[src/rtl/alarm_zone_controller.sv]
`default_nettype none
// ============================================================================
// Module   : alarm_zone_controller
// Brief    : Laser-zone intrusion alarm. Exit delay after arming, entry delay
//            after a monitored zone trips, passcode disarm, wrong-code lockout
//            and a siren in ALERT. Seconds come from an internal prescaler.
// Revision : 1.0 - initial release
// ============================================================================
module alarm_zone_controller #(
    parameter int CLK_HZ        = 50000000,
    parameter int N_ZONES       = 4,
    parameter int EXIT_DELAY_S  = 10,
    parameter int ENTRY_DELAY_S = 20,
    parameter int MAX_ATTEMPTS  = 3,
    parameter int TW            = 8
) (
    input  logic                              clk,
    input  logic                              rst,
    input  logic                              arm_btn,
    input  logic [N_ZONES-1:0]                laser_triggered,
    input  logic [N_ZONES-1:0]                zone_mask,
    input  logic                              passcode_correct,
    input  logic                              passcode_wrong,
    output logic [2:0]                        system_state,
    output logic [TW-1:0]                     seconds_timer,
    output logic [N_ZONES-1:0]                zones_latched,
    output logic [$clog2(MAX_ATTEMPTS+1)-1:0] wrong_attempts,
    output logic                              siren
);

    localparam int AW = $clog2(MAX_ATTEMPTS + 1);
    localparam int PW = (CLK_HZ > 1) ? $clog2(CLK_HZ) : 1;

    localparam logic [2:0] S_IDLE    = 3'd0;
    localparam logic [2:0] S_ARMING  = 3'd1;
    localparam logic [2:0] S_SET     = 3'd2;
    localparam logic [2:0] S_TRIGGER = 3'd3;
    localparam logic [2:0] S_ALERT   = 3'd4;

    localparam logic [PW-1:0] c_PRESC_LAST = PW'(CLK_HZ - 1);
    localparam logic [TW-1:0] c_EXIT       = TW'(EXIT_DELAY_S);
    localparam logic [TW-1:0] c_ENTRY      = TW'(ENTRY_DELAY_S);
    localparam logic [TW-1:0] c_T_ONE      = TW'(1);
    localparam logic [AW-1:0] c_ATT_MAX    = AW'(MAX_ATTEMPTS);

    logic [2:0]         r_state;
    logic [2:0]         w_state_next;
    logic [PW-1:0]      r_presc;
    logic               r_btn;
    logic               r_ready;
    logic [TW-1:0]      r_timer;
    logic [TW-1:0]      w_timer_next;
    logic [N_ZONES-1:0] r_zones;
    logic [N_ZONES-1:0] w_zones_next;
    logic [AW-1:0]      r_att;
    logic [AW-1:0]      w_att_next;
    logic [AW-1:0]      w_att_inc;
    logic               r_siren;

    logic               w_tick;
    logic               w_press;
    logic [N_ZONES-1:0] w_trip;
    logic               w_wrong_max;
    logic               w_expire;

    assign w_tick      = (r_presc == c_PRESC_LAST);
    // The first edge after reset release is ignored so that a button already
    // held down while reset was asserted does not look like a fresh press.
    assign w_press     = r_ready & r_btn & ~arm_btn;
    assign w_trip      = laser_triggered & zone_mask;
    assign w_att_inc   = (r_att == c_ATT_MAX) ? r_att : r_att + AW'(1);
    assign w_wrong_max = passcode_wrong & (w_att_inc == c_ATT_MAX);
    assign w_expire    = w_tick & (r_timer == c_T_ONE);

    // State register
    always_ff @(posedge clk or negedge rst) begin
        if (!rst) begin
            r_state <= S_IDLE;
        end else begin
            r_state <= w_state_next;
        end
    end

    // Next-state decode; passcode_correct dominates wherever it disarms
    always_comb begin
        w_state_next = r_state;
        case (r_state)
            S_IDLE: begin
                if (w_press) begin
                    w_state_next = (EXIT_DELAY_S == 0) ? S_SET : S_ARMING;
                end
            end
            S_ARMING: begin
                if (passcode_correct)  w_state_next = S_IDLE;
                else if (w_expire)     w_state_next = S_SET;
            end
            S_SET: begin
                if (w_trip != '0)          w_state_next = S_TRIGGER;
                else if (passcode_correct) w_state_next = S_IDLE;
            end
            S_TRIGGER: begin
                if (passcode_correct)             w_state_next = S_IDLE;
                else if (w_wrong_max || w_expire) w_state_next = S_ALERT;
            end
            S_ALERT: begin
                if (passcode_correct) w_state_next = S_IDLE;
            end
            default: w_state_next = S_IDLE;
        endcase
    end

    // Next values of the registered outputs (timer, latched zones, attempts)
    always_comb begin
        w_timer_next = r_timer;
        w_zones_next = r_zones;
        w_att_next   = r_att;
        case (r_state)
            S_IDLE: begin
                if (w_press) begin
                    w_timer_next = c_EXIT;
                    w_zones_next = '0;
                end
            end
            S_ARMING: begin
                if (passcode_correct) w_timer_next = '0;
                else if (w_tick)      w_timer_next = r_timer - c_T_ONE;
            end
            S_SET: begin
                if (w_trip != '0) begin
                    w_timer_next = c_ENTRY;
                    w_zones_next = r_zones | w_trip;
                    w_att_next   = '0;
                end
            end
            S_TRIGGER: begin
                w_zones_next = r_zones | w_trip;
                if (passcode_correct) begin
                    w_timer_next = '0;
                    w_att_next   = '0;
                end else begin
                    if (passcode_wrong) w_att_next = w_att_inc;
                    if (w_wrong_max || w_expire) w_timer_next = '0;
                    else if (w_tick)             w_timer_next = r_timer - c_T_ONE;
                end
            end
            S_ALERT: begin
                w_zones_next = r_zones | w_trip;
                if (passcode_correct) w_att_next = '0;
            end
            default: begin
                w_timer_next = '0;
                w_zones_next = '0;
                w_att_next   = '0;
            end
        endcase
    end

    // Datapath registers, 1 Hz prescaler (restarted on any state change) and
    // the button history used for falling-edge press detection
    always_ff @(posedge clk or negedge rst) begin
        if (!rst) begin
            r_timer <= '0;
            r_zones <= '0;
            r_att   <= '0;
            r_siren <= 1'b0;
            r_presc <= '0;
            r_btn   <= 1'b1;
            r_ready <= 1'b0;
        end else begin
            r_timer <= w_timer_next;
            r_zones <= w_zones_next;
            r_att   <= w_att_next;
            r_siren <= (w_state_next == S_ALERT);
            r_btn   <= arm_btn;
            r_ready <= 1'b1;
            if (w_state_next != r_state || w_tick) r_presc <= '0;
            else                                   r_presc <= r_presc + PW'(1);
        end
    end

    assign system_state   = r_state;
    assign seconds_timer  = r_timer;
    assign zones_latched  = r_zones;
    assign wrong_attempts = r_att;
    assign siren          = r_siren;

endmodule
`default_nettype wire

[config.mk]
export PLATFORM = sky130hd
export DESIGN_NAME = alarm_zone_controller
export DESIGN_NICKNAME = d
export VERILOG_FILES = /design/src/rtl/alarm_zone_controller.sv
export SDC_FILE = /design/constraint.sdc
export NUM_CORES = 1
export LEC_CHECK = 0
export BUFFER_PORTS_ARGS = -buffer_cell sky130_fd_sc_hd__buf_4
export CORE_MARGIN = 1
export CORE_UTILIZATION = 63
export DETAILED_ROUTE_END_ITERATION = 16
export PLACE_DENSITY = 0.83
export SYNTH_ARGS = -nofsm -noshare
export SYNTH_HDL_FRONTEND = slang
export SYNTH_SLANG_ARGS = --single-unit
[constraint.sdc]
create_clock -name clk -period 4.8 [get_ports clk]
set_input_delay 0.24 -clock clk [delete_from_list [all_inputs] [get_ports clk]]
set_output_delay 0.24 -clock clk [all_outputs]
set_load 0.02 [all_outputs]
Yosys cells after proc, flatten, opt, wreduce, memory -nomap -nowiden --
Index checks and enable logic that the tools add are counted.
Storage, ports and cells: register bits 46, output and inout bits 18, word-level logic and storage cells 69
Cells by class: $add $sub $neg 3, eq/ne operators 14, muxes and demuxes 25, bitwise operators 10, reduce and logical (&&, ||, !) cells 9
Operator list (count):
- $mux W8 | 6
- $pmux W8 S5 | 1
- $add A26 B1 Y26 const B | 1
- $eq A26 B26 Y1 const B | 1
- $mux W26 | 1
- $mux W3 | 7
- $pmux W4 S4 | 1
- $pmux W3 S5 | 1
- $mux W2 | 5
- $eq A8 B1 Y1 const B | 1
- $mux W4 | 2
- $pmux W2 S4 | 1
- $sub A8 B1 Y8 const B | 1
- $eq A3 B2 Y1 const B | 2
- $eq A3 B3 Y1 const B | 2
- $ne A2 B2 Y1 const B | 3
- $reduce_and A3 Y1 | 2
- $and A1 B1 Y1 | 4
- $and A4 B4 Y4 | 1
- $eq A2 B2 Y1 const B | 2
- $not A1 Y1 | 4
- $or A4 B4 Y4 | 1
- $reduce_and A4 Y1 | 1
- $reduce_bool A4 Y1 | 1
- other kinds (7) | 9

Longest topological paths before layout --
depth in word-level cells 11, gate-level depth with buffers 7, mapped depth without buffers 7

Least setup slack after synthesis --
No wires, ideal clock.
path kind register to register, start register r_timer[1], in the netlist seconds_timer[1], end register r_timer[1], in the netlist seconds_timer[1], setup time 0.126 ns, data arrival time 1.691 ns, slack 2.983 ns, cell stages (with the launch flop) 8, cells stage by stage dfrtp_1 inv_1 ha_1 nor4b_2 nand3_1 o211ai_1 o32ai_1 a221o_1
On the way: word-level cells in the longest chain between the ends 6
RTL lines:
- start: declaration | line 51 | logic [TW-1:0] r_timer;
- start signal: assignment | line 170 | r_timer <= w_timer_next;
- parallel branches: the longest is 5 deep, another holds $sub A8 B1 Y8
- $pmux W8 S5 (*) | line 117 | case (r_state)
Mark *: on every way between the ends. A chain may end at the register's enable or synchronous reset.

Worst setup path in the final report --
start register r_state[0], in the netlist system_state[0], end register r_presc[21]
On the way: word-level cells in the longest chain between the ends 6
RTL lines:
- start: declaration | line 46 | logic [2:0] r_state;
- start signal: assignment | line 80 | r_state <= w_state_next;
- $mux W3 (on tied branches)
- $mux W3 (on tied branches) | line 102, 94, 98
- $pmux W3 S5 | line 87 | case (r_state)
- $ne A3 B3 Y1 (*) | line 176 | if (w_state_next != r_state || w_tick) r_presc <= '0;
- $logic_or A1 B1 Y1 (*) | line 176
- $mux W26 (*) | line 176
- end signal: assignment | line 177 | else r_presc <= r_presc + PW'(1);
- end: declaration | line 48 | logic [PW-1:0] r_presc;
Mark *: on every way between the ends. The rest lies on a longest branch, timed or not.

==> out/metrics.yaml <==
timing:
  skew_ns: 0.0114
  hold_viol: 0
  min_period_ns: 2.36
  tightest_slew_ns: 1.13
  fmax_ghz: 0.423
  timing.hold.ws_ns: 0.0364
  slew_headroom: 0.249
  slew_violations: 0
  tns_ns: 0
  min_period_over_period: 0.492
  rsz0062_at_grt: "false"
  finalSetupViolCount: 0
power_and_ir_drop:
  p_sw_mw: 0.248
  comb_power_share: 0.160
  vdd_drop_max_mv: 0.253
  power_leakage_nw: 1.35
  seqPwrFrac: 0.508
  power_density_mw_per_mm2: 291
  internal_power_mw: 0.621
  switching_share: 0.285
  p_clk_frac: 0.332
clock_tree:
  cts_tree: "done"
  htreeDepth: 2
  cts_made_buffers: 5
  cts_sinks: 46
  clk_path_buf_depth: 2
  clkSlewWorstSetupHoldPaths_ns: 0.09
  cts_setup_buffers: 0
  clk_latency_ns: 0.31
  cts-root-buf: "clkbuf_8"
worst_setup_path:
  path_max_fanout: 26
  crit_family: "compound AO/OA/AOI/OAI gates"
  slowest_delay_ns: 0.62
  cp_cell_sequence: "nor3b_4, nand2_1, o31ai_2, o2111ai_2, a21oi_1"
  worstPathRequired_ns: 5.01
  cpMaxStageDelayCell: "dfrtp_1"
  path_class: "reg2reg"
  critPathBufInv: 0
  cp-start-kind: "register"
  arrival_ns: 2.57
  end_kind: "register"
global_route:
  grtUsageTotal: 0.267
  met1_usage: 0.332
  grt_overflow: 0
  gr-max-usage-layer: "met2"
  grt_pass1_vias: 2053
  grt_max_degree: 47
  grt_use_met2: 0.443
  antenna_found_initial: 0
  grt_pass1_wl_mm: 8.91
  met3_usage: 0.0599
cells_and_area:
  layout-area-overhead-vs-synth_pct: 12.7
  num-nets-final: 324
  drive_above_1_share: 0.188
  n_antenna_cell: 0
  final_util: 0.741
drt:
  drtIter0Drc: 217
  drc: 0
  post_drt_wl_per_cell_um: 15.2
  drtAntennaViolNets: 0
  firstDrtPassIters: 5
  num_vias: 2190
  routed_wl_mm: 5.45
  viasPerCell: 6.10
floorplan:
  placementRows: 23
  die_x_um: 66.9
  dieArea_mm2: 0.00447
  fp.dieH_um: 66.9
  start_util: 0.658
  io_pins: 31
  core-area_mm2: 0.00403
synthesis:
  yosysSeqAreaShare: 0.435
  syn_nets: 297
  synth-main-ff-cell: "dfrtp_1"
  synth.cell_area_mm2: 0.00265
  yosys_register_bits: 46
  async_flop_share: 1.00
  postSynthAreaPerCell_um2: 9.43
  synth_edf_count: 0
  postSynthCellCount: 281
  synth_cell_types: 62
  ys_warn_count: 0
place:
  gp_congestion: 0.882
  place_hpwl_mm: 3.82
  port_buffers: 30
status:
  outcome: "finished clean"
worst_hold_path:
  hold_path_class: "in2reg"
flow_run:
  cap_violations: 0
==> flip-flops by register name, summed over array words and instances (netlist names) <==
signal,cells
r_btn,1
r_presc,26
r_ready,1
seconds_timer,8
siren,1
system_state,3
wrong_attempts,2
zones_latched,4
==> power groups by stage <==
stage                     registers [mW]  clock network, mW  logic [mW]
after floorplan                    0.451                  0      0.0861
after global placement             0.448                  0       0.134
after detailed placement           0.449                  0       0.139
after CTS                          0.441              0.291       0.140
after global routing               0.446              0.310       0.154
final                              0.441              0.289       0.139
==> logic make-up after synthesis <==
family | share of synthesized area
mux | 0.00803
simple gates | 0.273
other cells | 0.00142
buf+inv | 0.0382
xor+xnor | 0.0694
fa+ha+maj | 0.0142
compound gates | 0.161
flops | 0.435
==> cell usage in the layout (no fill, tap or decap), drive strengths merged, types with 4 or more instances in the layout <==
cell type,count
dfrtp,45
nor2,38
buf,30
nand2,24
a21oi,15
xor2,14
o21ai,14
nand3,13
nand4,8
inv,8
and3,8
xnor2,7
nor3,6
and2,5
o21a,5
clkbuf,5
and4,4
o211ai,4
==> what timing repair did <==
action / in CTS / in global routing
gates resized for setup: 0 / 0
setup endpoints to repair: 0 / 0
hold buffers: 1 / 0
endpoints found under the hold margin: 45 / 0
==> worst paths after layout <==
check                                start               end  slack (ns)  depth (start not counted)
setup / recovery           system_state[0]       r_presc[21]        2.44                          5
hold / removal                     arm_btn             r_btn        0.04                          1
setup reg to reg           system_state[0]       r_presc[21]        2.44                          5
hold reg to reg                 r_presc[0]        r_presc[0]        0.50                          1
max in group asynchronous              rst       r_presc[11]        3.94                          2
min in group asynchronous              rst  zones_latched[1]        0.45                          2
==> area by class of cell <==
cell class / instances / area, µm²
timing repair buffer: 31 / 235
clock inverter: 3 / 40.0
sequential: 46 / 1150
tap: 50 / 62.6
fill: 307 / 1040
multi-input combinational: 216 / 1400
clock buffer: 5 / 68.8
inverter: 8 / 30.0
==> metrics by stage <==
stage / instances / cell area, µm² / total power, mW / setup slack [ns]
detailed placement: 350 / 2870 / 0.587 / 2.48
floorplan: 281 / 2650 / 0.538 / 2.98
CTS: 359 / 2990 / 0.872 / 2.47
finish: 359 / 2990 / 0.869 / 2.44
global route: 359 / 2990 / 0.910 / 2.26
global placement: 350 / 2870 / 0.582 / 2.59
==> per-layer routing <==
layer / up-vias / wire (µm)
li1: 1070 / -
met1: 1055 / 2520
met2: 58 / 2640
met3: 7 / 216
met4: 0 / 80
met5: - / 0
==> worst reg2reg max path: stages (launching register included) <==
cell	delay, ns
dfrtp_1	0.62
nor3b_4	0.33
nand2_1	0.25
o31ai_2	0.13
o2111ai_2	0.61
a21oi_1	0.33
==> synth_stat cells, drive strengths merged, types with 4 or more instances <==
master	count	area (µm²)
xnor2	7	61.3
nor2	38	143
nand4	8	50.1
buf	8	58.8
and3	8	51.3
dfrtp	45	1130
o211ai	4	30.0
inv	8	30.0
nand2	24	92.6
xor2	14	123
o21a	5	37.5
nor3	6	41.3
a21oi	15	78.8
nand3	13	70.1
and2	5	31.3
and4	4	35.0
o21ai	14	70.1
(Power assumes the default switching activity.)
